### src/rtl/cmsdk_ahb_decoder_defslave.sv
// ---------------------------------------------------------------------------
// cmsdk_ahb_decoder_defslave
//
// AHB-Lite address decoder with an integrated default slave and an
// error-capture register. HADDR is decoded into one-hot region selects
// (HSEL0..HSEL3) plus HSELDEF for unmapped space. The default slave answers
// every active, accepted transfer to unmapped space with a two-cycle ERROR
// response and logs the offending address and a saturating error count.
//
// Ports
//   HCLK          in   clock, rising edge
//   HRESETn       in   synchronous active-low reset
//   HADDR[31:0]   in   address-phase address
//   HTRANS[1:0]   in   transfer type (bit 1 = NONSEQ/SEQ)
//   HREADY        in   bus ready from the slave mux
//   ERRCLR        in   synchronous clear of ERRADDR/ERRCNT
//   HSEL0..HSEL3  out  region selects (lowest index wins on overlap)
//   HSELDEF       out  default-slave select (no region matched)
//   HREADYOUTDEF  out  default-slave ready
//   HRESPDEF      out  default-slave response, 1 = ERROR
//   HRDATADEF     out  default-slave read data, always zero
//   ERRADDR[31:0] out  address of the last logged error
//   ERRCNT[7:0]   out  saturating count of logged errors
//   ERRIRQ        out  one-cycle pulse per logged error
//   dbg_state     out  default-slave FSM state (0 IDLE, 1 ERR1, 2 ERR2)
// ---------------------------------------------------------------------------
module cmsdk_ahb_decoder_defslave #(
  parameter logic [31:0] REGION0_BASE = 32'h0000_0000,
  parameter logic [31:0] REGION0_MASK = 32'hE000_0000,
  parameter logic [31:0] REGION1_BASE = 32'h2000_0000,
  parameter logic [31:0] REGION1_MASK = 32'hE000_0000,
  parameter logic [31:0] REGION2_BASE = 32'h4000_0000,
  parameter logic [31:0] REGION2_MASK = 32'hF000_0000,
  parameter logic [31:0] REGION3_BASE = 32'hE000_0000,
  parameter logic [31:0] REGION3_MASK = 32'hF000_0000,
  parameter int          DW           = 32
) (
  input  logic          HCLK,
  input  logic          HRESETn,
  input  logic [31:0]   HADDR,
  input  logic [1:0]    HTRANS,
  input  logic          HREADY,
  input  logic          ERRCLR,
  output logic          HSEL0,
  output logic          HSEL1,
  output logic          HSEL2,
  output logic          HSEL3,
  output logic          HSELDEF,
  output logic          HREADYOUTDEF,
  output logic          HRESPDEF,
  output logic [DW-1:0] HRDATADEF,
  output logic [31:0]   ERRADDR,
  output logic [7:0]    ERRCNT,
  output logic          ERRIRQ,
  output logic [1:0]    dbg_state
);

  typedef enum logic [1:0] {
    ST_IDLE = 2'd0,
    ST_ERR1 = 2'd1,
    ST_ERR2 = 2'd2
  } state_t;

  state_t state, state_nxt;

  logic [3:0] match;
  logic       errxfer;

  // Only HTRANS[1] distinguishes active from IDLE/BUSY transfers.
  logic unused_htrans0;
  assign unused_htrans0 = HTRANS[0];

  // ---------------- Address decode (combinational, HADDR only) -------------
  assign match[0] = (HADDR & REGION0_MASK) == REGION0_BASE;
  assign match[1] = (HADDR & REGION1_MASK) == REGION1_BASE;
  assign match[2] = (HADDR & REGION2_MASK) == REGION2_BASE;
  assign match[3] = (HADDR & REGION3_MASK) == REGION3_BASE;

  // Priority chain keeps the selects one-hot when regions overlap.
  assign HSEL0   = match[0];
  assign HSEL1   = match[1] & ~match[0];
  assign HSEL2   = match[2] & ~|match[1:0];
  assign HSEL3   = match[3] & ~|match[2:0];
  assign HSELDEF = ~|match;

  // Handshake: a transfer is accepted when HREADY is high at the end of its
  // address phase; only accepted active transfers to unmapped space count.
  assign errxfer = HSELDEF & HREADY & HTRANS[1];

  // ---------------- Default-slave FSM ---------------------------------------
  always_ff @(posedge HCLK) begin
    if (!HRESETn) state <= ST_IDLE;
    else          state <= state_nxt;
  end

  always_comb begin
    state_nxt    = state;
    HREADYOUTDEF = 1'b1;
    HRESPDEF     = 1'b0;
    case (state)
      ST_IDLE: begin
        if (errxfer) state_nxt = ST_ERR1;
      end
      ST_ERR1: begin
        HREADYOUTDEF = 1'b0;
        HRESPDEF     = 1'b1;
        state_nxt    = ST_ERR2;
      end
      ST_ERR2: begin
        HRESPDEF  = 1'b1;
        // The next address phase overlaps ERR2, so a back-to-back error
        // goes straight into its own wait state.
        state_nxt = errxfer ? ST_ERR1 : ST_IDLE;
      end
      default: state_nxt = ST_IDLE;
    endcase
  end

  assign dbg_state = state;
  assign HRDATADEF = '0;

  // ---------------- Error capture -------------------------------------------
  // A simultaneous clear and error logs the new error on top of a fresh
  // count, so ERRCNT becomes 1 rather than 0.
  always_ff @(posedge HCLK) begin
    if (!HRESETn) begin
      ERRADDR <= 32'h0;
      ERRCNT  <= 8'h00;
      ERRIRQ  <= 1'b0;
    end else if (errxfer) begin
      ERRADDR <= HADDR;
      if (ERRCLR)              ERRCNT <= 8'h01;
      else if (ERRCNT != 8'hFF) ERRCNT <= ERRCNT + 8'h01;
      ERRIRQ  <= 1'b1;
    end else begin
      if (ERRCLR) begin
        ERRADDR <= 32'h0;
        ERRCNT  <= 8'h00;
      end
      ERRIRQ <= 1'b0;
    end
  end

endmodule

### config.mk
export PLATFORM = sky130hd
export DESIGN_NAME = cmsdk_ahb_decoder_defslave
export DESIGN_NICKNAME = d
export VERILOG_FILES = /design/src/rtl/cmsdk_ahb_decoder_defslave.sv
export SDC_FILE = /design/constraint.sdc
export NUM_CORES = 1
export LEC_CHECK = 0
export BUFFER_PORTS_ARGS = -buffer_cell sky130_fd_sc_hd__clkbuf_2
export CAP_MARGIN = 10
export CORE_ASPECT_RATIO = 1.5
export CORE_MARGIN = 4
export CORE_UTILIZATION = 45
export CTS_CLUSTER_DIAMETER = 150
export DETAILED_ROUTE_END_ITERATION = 6
export PLACE_DENSITY = 0.84
export SYNTH_ARGS = -nofsm -noshare
export SYNTH_HDL_FRONTEND = slang
export SYNTH_SLANG_ARGS = --single-unit
### constraint.sdc
create_clock -name HCLK -period 2.12 [get_ports HCLK]
set_input_delay 0.106 -clock HCLK [delete_from_list [all_inputs] [get_ports HCLK]]
set_output_delay 0.106 -clock HCLK [all_outputs]
set_load 0.02 [all_outputs]
==> impl_metrics.tcl, run 1 <==
set metrics [dict create \
    status "complete, no violations" \
    hold_violations 0 \
    period_share_pct 73.4 \
    rsz0062_at_grt "false" \
    fin_skew_ns 0.00656 \
    antenna_found_initial 0 \
    io_pins 120 \
    first_iter_violations 22 \
    root_buffer "clkbuf_8" \
    dieArea_um2 5290 \
    htree_levels 2 \
    fin_ws_ns 0.565 \
    final_util_pct 58.3 \
    worst_ep_arrival_time_ns 1.79 \
    grt_pass1_vias 1448 \
    peakVddDrop_mv 0.574 \
    cts_buffers 5 \
    maxSlewHeadroom_pct 42.4 \
    min_period_ns 1.56 \
    worstSkewPairLatency_ns 0.28 \
    async_reset_ff_share_pct 0 \
    synth_fa_ha_area_share_pct 4.00 \
    grt_max_degree 23 \
    ys_seq_elements 43 \
    num_antenna_cells 0 \
    place_ws_ns 0.248 \
    syn2layout_area_growth_pct 24.0 \
    drt_first_pass_iters 4 \
    finalWirelength_mm 4.18 \
    gp_congestion 0.761 \
    core_area_um2 3990 \
    reg2reg_depth 5 \
    hp-class "in2reg" \
    clock-sinks 43 \
    nets 314 \
    p_leak_nw 1.15 \
    syn_area_per_cell_um2 10.2 \
    crit_fanout 22 \
    ys.flop_type "dfxtp_1" \
    yosys.area_share.simple_pct 11.6 \
    dp_hpwl_mm 3.31 \
    synth_top_family_by_area "compound AO/OA/AOI/OAI gates" \
    cp-end-kind "flip-flop" \
    overflow 0 \
    path_class "in2reg" \
    wl_per_cell_um 13.2 \
    post_cts_resized 0 \
    vias_per_cell 5.00 \
    yosysWarnings 0 \
    drv_cap 0 \
    portBuffers 86 \
    synth_xor_area_share_pct 0 \
    cts_buffer_depth 2 \
    rows 28 \
    setup_viol 0 \
    drive_gt1_share_pct 37.3 \
    vias 1581 \
    synth_edf_count 0 \
    ys_seq_area_share_pct 45.8 \
    ant_nets 0 \
    hold-path-cell-count 2 \
    clk_pin_slew_ns 0.08 \
    die_h_um 87.1 \
    tritoncts "yes" \
    worst_pin_slew_ns 0.863 \
    p_total_w 0.00161 \
    synth-compound-area-share_pct 22.5 \
    fmax_ghz 0.643 \
    post-route-drc-count 0 \
    cts_setup_buffers 0 \
    grt_pass1_wl_mm 6.25 \
    synth_cell_types 34 \
    synthMuxAreaShare_pct 0 \
    startpoint_type "input port" \
    power_per_cell_area_nw_per_um2 691 \
    holdBufCountCts 0 \
    required_ns 2.35 \
    grt_use_total_pct 15.4 \
    start_util_pct 47.0 \
    drv_slew 0 \
    fin_tns_setup_ns 0 \
    syn_area_um2 1880 \
    synth_cells 184 \
    die_w_um 60.7 \
]
## cell usage after synthesis, types with 4 or more instances
cell      instances  area [um^2]
dfxtp_1          43          861
a22o_1           32          280
buf_4            32          240
ha_1              6         75.1
a21oi_1           5         25.0
clkbuf_1          5         18.8
nand3_1           5         25.0
buf_2             4         20.0
inv_1             4         15.0
nand2_1           4         15.0
nor3_1            4         20.0
## power breakdown
part	switching (W)	internal, W	total, W
clock network	0.000268	0.000266	0.000534
logic	0.000156	0.0000743	0.000231
registers	0.0000148	0.000830	0.000844
total	0.000439	0.00117	0.00161
## final cells by class
type,instances,area (um^2)
fillers,360,1670
flip-flops and latches,43,861
multi-input cells,126,837
repair buffers,90,460
clock buffers,6,82.6
well taps,45,56.3
clock inverters,2,16.3
inverters,4,15.0
## layout by cell type (no fill, tap or decap), drive strengths merged, types with 3 or more instances in the layout
cell and count:
a21oi 5, nand2 4, nor3 4, dfxtp 43, or4 3, ha 6
clkbuf 92, nor2 3, inv 4, conb 32, nand2b 3, o41ai 3
a22o 32, nand3 5, o211ai 3, buf 4
## state kept, by name, indices dropped and copies added (netlist names)
| name | count |
|---|---|
| ERRCNT | 8 |
| dbg_state | 2 |
| ERRADDR | 32 |
| ERRIRQ | 1 |
## per-stage QoR
step / hold slack, ns / cell area (um^2) / cells
CTS: 0.0198 / 2330 / 316
floorplan: 0.239 / 1990 / 215
detailed placement: 0.329 / 2230 / 308
global route: 0.0220 / 2330 / 316
finish: 0.0341 / 2330 / 316
global placement: 0.323 / 2230 / 308
## path summary, 6_finish.rpt
kind / startpoint / end / slack (ns)
worst max-delay path: HADDR[29] / ERRADDR[21] / 0.56
worst max register to register: ERRCNT[0] / ERRCNT[4] / 0.59
worst min register to register: ERRADDR[9] / ERRADDR[9] / 0.48
worst min-delay path: HADDR[8] / ERRADDR[8] / 0.03
## worst max-delay path, stage by stage
cell and delay [ns]:
clkbuf_2 0.13, nor3_1 0.29, nor3_1 0.13, nor2_2 0.68
buf_4 0.31, a22o_1 0.14
## per-layer routing
layer,wire [um],GRT usage (%),up-vias
met3,381,4.75,4
met5,0,0,-
met4,46,7.10,0
li1,-,-,786
met2,2160,26.4,76
met1,1600,16.9,715
## cells by family (layout without fill, tap and decap cells)
logic type,Yosys count,count (layout)
adders and majority gates,6,6
other,1,32
AOI/OAI and AO/OA,52,52
DFF,43,43
buffers and inverters,46,102
and+or+nand+nor,36,36
Power figures use the tool's default switching activity.
==> inputs of run 2 (changes only) <==
- CORE_UTILIZATION: 45 -> 38
- PLACE_DENSITY: 0.84 -> 0.76
- clock period: 2.12 -> 1.4 ns (I/O delays scaled with it)
==> impl_metrics.tcl, run 2 (synthesized netlist as in run 1, its figures left out) <==
set metrics [dict create \
    status "complete, no violations" \
    fin_skew_ns 0.00529 \
    final_cell_mix "86 x clkbuf_2, 41 x dfxtp_1, 32 x a22o_1, 32 x conb_1, 24 x dlygate4sd3_1" \
    final_util_pct 57.6 \
    clkPwrFrac_pct 34.7 \
    switching_power_w 0.000667 \
    cp_slowest_cell "dfxtp_1" \
    die_w_um 65.4 \
    period_share_pct 95.4 \
    fill_cells 439 \
    cp-end-kind "primary output" \
    internal_power_w 0.00196 \
    path_buf_inv 2 \
    antenna_found_initial 0 \
    finalWirelength_mm 4.73 \
    clock-sinks 43 \
    start_util_pct 39.0 \
    largest_reg_flops 32 \
    hp-class "in2reg" \
    critical-path-max-stage-delay_ns 0.43 \
    dp_hpwl_mm 3.50 \
    drv_cap 0 \
    dieArea_um2 6150 \
    place_ws_ns -0.159 \
    core_area_um2 4810 \
    nets 356 \
    path_delay_family "flip-flops" \
    grt_pass1_wl_mm 7.18 \
    clk_pin_slew_ns 0.07 \
    rows 31 \
    vias 1725 \
    tritoncts "yes" \
    drive_gt1_share_pct 39.1 \
    grt_pass1_vias 1607 \
    cts_buffer_depth 2 \
    peakVddDrop_mv 0.544 \
    worst_ep_arrival_time_ns 1.27 \
    multi_input_area_um2 847 \
    startpoint_type "flip-flop" \
    crit_chain "inv_1, ha_1, clkbuf_2" \
    drv_slew 0 \
    drt_first_pass_iters 4 \
    portBuffers 86 \
    syn2layout_area_growth_pct 47.6 \
    rr_startpoint "ERRCNT[1]" \
    ant_nets 0 \
    swShare_pct 25.3 \
    path_class "reg2out" \
    min_from "HADDR[7]" \
    cts_buffers 5 \
    htree_levels 2 \
    overflow 0 \
    mostFrequentLayoutCell "clkbuf_2" \
    root_buffer "clkbuf_8" \
    seqPwrFrac_pct 48.6 \
    vias_per_cell 4.56 \
    first_iter_violations 78 \
    die_h_um 94.1 \
    io_pins 120 \
    setup_viol 0 \
    power_per_cell_area_nw_per_um2 950 \
    fmax_ghz 0.749 \
    p_comb_share_pct 16.8 \
    p_leak_nw 1.35 \
    wl_per_cell_um 12.5 \
    gp_congestion 0.803 \
    post-route-drc-count 0 \
    fin_ws_ns 0.0649 \
    min_period_ns 1.34 \
    num_antenna_cells 0 \
    grt_max_degree 18 \
    final-seq-area_um2 863 \
    largest-register "ERRADDR" \
    required_ns 1.33 \
    crit_start "dbg_state[0]" \
    worstSkewPairLatency_ns 0.29 \
    hold_violations 0 \
    crit_fanout 6 \
    grt_use_total_pct 15.0 \
]
## run 2: cell count changes in the layout (fill, tap and decap cells not counted), moves of 2 or more
| cell | change |
|---|---|
| buf_12 | +2 |
| buf_4 | +16 |
| dfxtp_1 | -2 |
| dfxtp_2 | +2 |
| dlygate4sd3_1 | +24 |
## run 2: repair_timing
item                                    in CTS  in global routing
endpoints found under the setup margin       0                  4
hold endpoints to repair                    23                  1
setup buffers                                0                  0
gates resized for setup                      0                  4
hold buffers                                23                  1
## run 2: routing by layer
| metal | vias to the layer above | track usage, % | wire length [um] |
|---|---|---|---|
| met1 | 772 | 16.2 | 1810 |
| li1 | 869 | - | - |
| met3 | 5 | 3.83 | 367 |
| met4 | 0 | 5.19 | 65 |
| met5 | - | 0 | 0 |
| met2 | 79 | 27.7 | 2490 |
## run 2: worst paths after layout
kind	to	slack (ns)	cells after the start
max	HRESPDEF	0.06	3
min reg2reg	ERRADDR[3]	0.47	1
min	ERRADDR[7]	0.01	2
max reg2reg	ERRCNT[5]	0.06	5
## run 2: layout make-up
class	instances	area share [%]
inverters	4	0.542
clock buffers	6	2.62
clock inverters	1	1.08
well taps	66	2.98
flip-flops and latches	43	31.2
multi-input cells	126	30.6
repair buffers	132	31.1
## run 2: power groups by stage
stage,clock (W),sequential (W),combinational (W)
6_report,0.000913,0.00128,0.000441
5_1_grt,0.000975,0.00128,0.000475
4_1_cts,0.000948,0.00128,0.000437
3_5_place_dp,0,0.00131,0.000386
3_3_place_gp,0,0.00130,0.000380
2_1_floorplan,0,0.00135,0.000254
## run 2: per-stage QoR
stage                     TNS (ns)  instance area (um^2)  hold slack, ns  std cells  total power, W
after floorplan            -0.0339                  2000           0.203        215         0.00160
after global placement      -0.976                  2420           0.287        347         0.00168
after detailed placement     -1.79                  2420           0.292        347         0.00169
after CTS                        0                  2750        0.000851        377         0.00266
after global routing       -0.0143                  2770         0.00638        378         0.00273
final                            0                  2770          0.0112        378         0.00263
==> inputs of run 3 (changes only) <==
- SETUP_SLACK_MARGIN: not set -> 0.2
==> impl_metrics.tcl, run 3 (synthesized netlist as in run 1, its figures left out) <==
set metrics [dict create \
    status "complete, no violations" \
    rsz0062_at_grt "true" \
    fmax_ghz 0.734 \
    drive_gt1_share_pct 45.1 \
    wl_per_cell_um 13.6 \
    startpoint_type "flip-flop" \
    clkPwrFrac_pct 36.1 \
    cp-end-kind "flip-flop" \
    vias 1772 \
    post-route-drc-count 0 \
    fin_skew_ns 0.00312 \
    nets 351 \
    cts_buffers 5 \
    io_pins 120 \
    overflow 0 \
    clk_pin_slew_ns 0.09 \
    hold-path-cell-count 2 \
    finalWirelength_mm 5.08 \
    peakVddDrop_mv 0.719 \
    crit_fanout 4 \
    internal_power_w 0.00196 \
    period_share_pct 97.3 \
    place_ws_ns -0.101 \
    drt_first_pass_iters 4 \
    htree_levels 2 \
    antenna_found_initial 0 \
    largest-register "ERRADDR" \
    grt_pass1_wl_mm 7.80 \
    grt_pass1_vias 1671 \
    start_util_pct 39.0 \
    whs_ns 0.00380 \
    dieArea_um2 6150 \
    drv_cap 0 \
    grt_use_total_pct 16.0 \
    hp-class "in2reg" \
    setup_viol 0 \
    rows 31 \
    path_class "reg2reg" \
    dp_hpwl_mm 3.41 \
    grt_max_degree 33 \
    largest_reg_flops 32 \
    p_comb_share_pct 16.5 \
    hold_violations 0 \
    power_per_cell_area_nw_per_um2 951 \
    seqPwrFrac_pct 47.4 \
    syn2layout_area_growth_pct 50.6 \
    die_w_um 65.4 \
    cts_buffer_depth 2 \
    core_area_um2 4810 \
    required_ns 1.63 \
    drv_slew 0 \
    num_antenna_cells 0 \
    min_period_ns 1.36 \
    mostFrequentLayoutCell "clkbuf_2" \
    reg2reg_depth 5 \
    die_h_um 94.1 \
    p_total_w 0.00269 \
    ant_nets 0 \
    worst_ep_arrival_time_ns 1.60 \
    switching_power_w 0.000726 \
    swShare_pct 27.0 \
    portBuffers 86 \
    root_buffer "clkbuf_8" \
    tritoncts "yes" \
    vias_per_cell 4.74 \
    first_iter_violations 57 \
    worstSkewPairLatency_ns 0.29 \
    fin_ws_ns 0.0381 \
    clock-sinks 43 \
    p_leak_nw 1.35 \
    gp_congestion 0.782 \
    final_cell_mix "85 x clkbuf_2, 36 x dfxtp_1, 32 x a22o_1, 32 x conb_1" \
]
## run 3: cell count changes in the layout (fill, tap and decap cells not counted), sizes merged
cell	change
dlygate4sd3	-5
clkbuf	-2
buf	+1
clkinv	+2
## run 3: worst max-delay path: stages, from the launching register on
cell     delay, ns
dfxtp_4       0.37
ha_4          0.18
nand3_4       0.08
o21ai_4       0.08
or4_4         0.54
nand2_2       0.06
## run 3: power groups by stage
stage	Clock (W)	Combinational (W)	Sequential (W)
after detailed placement	0	0.000380	0.00130
after global placement	0	0.000373	0.00130
final	0.000971	0.000445	0.00127
after CTS	0.000983	0.000425	0.00127
after floorplan	0	0.000263	0.00134
after global routing	0.00103	0.000480	0.00128
## run 3: layout make-up
| cell class | instances | area [um^2] |
|---|---|---|
| flip-flops and latches | 43 | 882 |
| repair buffers | 127 | 812 |
| fillers | 427 | 1980 |
| clock buffers | 5 | 68.8 |
| inverters | 4 | 17.5 |
| multi-input cells | 126 | 921 |
| clock inverters | 3 | 43.8 |
| well taps | 66 | 82.6 |
## run 3: final timing paths
kind                                   from  slack, ns           to
worst min-delay path               HADDR[5]      0.004   ERRADDR[5]
worst max register to register    ERRCNT[1]       0.04    ERRCNT[3]
worst max-delay path              ERRCNT[1]       0.04    ERRCNT[3]
worst min register to register  ERRADDR[21]       0.48  ERRADDR[21]
## run 3: metal layers
metal  routed length [um]  part of all wire [%]  GRT usage, %
met5                    0                     0             0
met4                   78                   1.5          5.19
met3                  391                   7.7          4.43
met2                 2730                    54          29.3
met1                 1870                    37          17.3
## run 3: stage by stage
stage / std cells / setup TNS (ns) / instance area, um^2 / utilization (%)
global route: 374 / -0.0215 / 2830 / 58.8
finish: 374 / 0 / 2830 / 58.8
global placement: 342 / -1.01 / 2420 / 50.3
CTS: 371 / 0 / 2740 / 57.0
floorplan: 215 / 0 / 2080 / -
detailed placement: 342 / -1.43 / 2420 / 50.3
## run 3: what timing repair did
item                                    CTS  global route
endpoints found under the setup margin    9            30
pin swaps                                 1             5
hold buffers                             18             1
gates resized for setup                   4            18
endpoints found under the hold margin    18             1
buffers inserted                          3             2
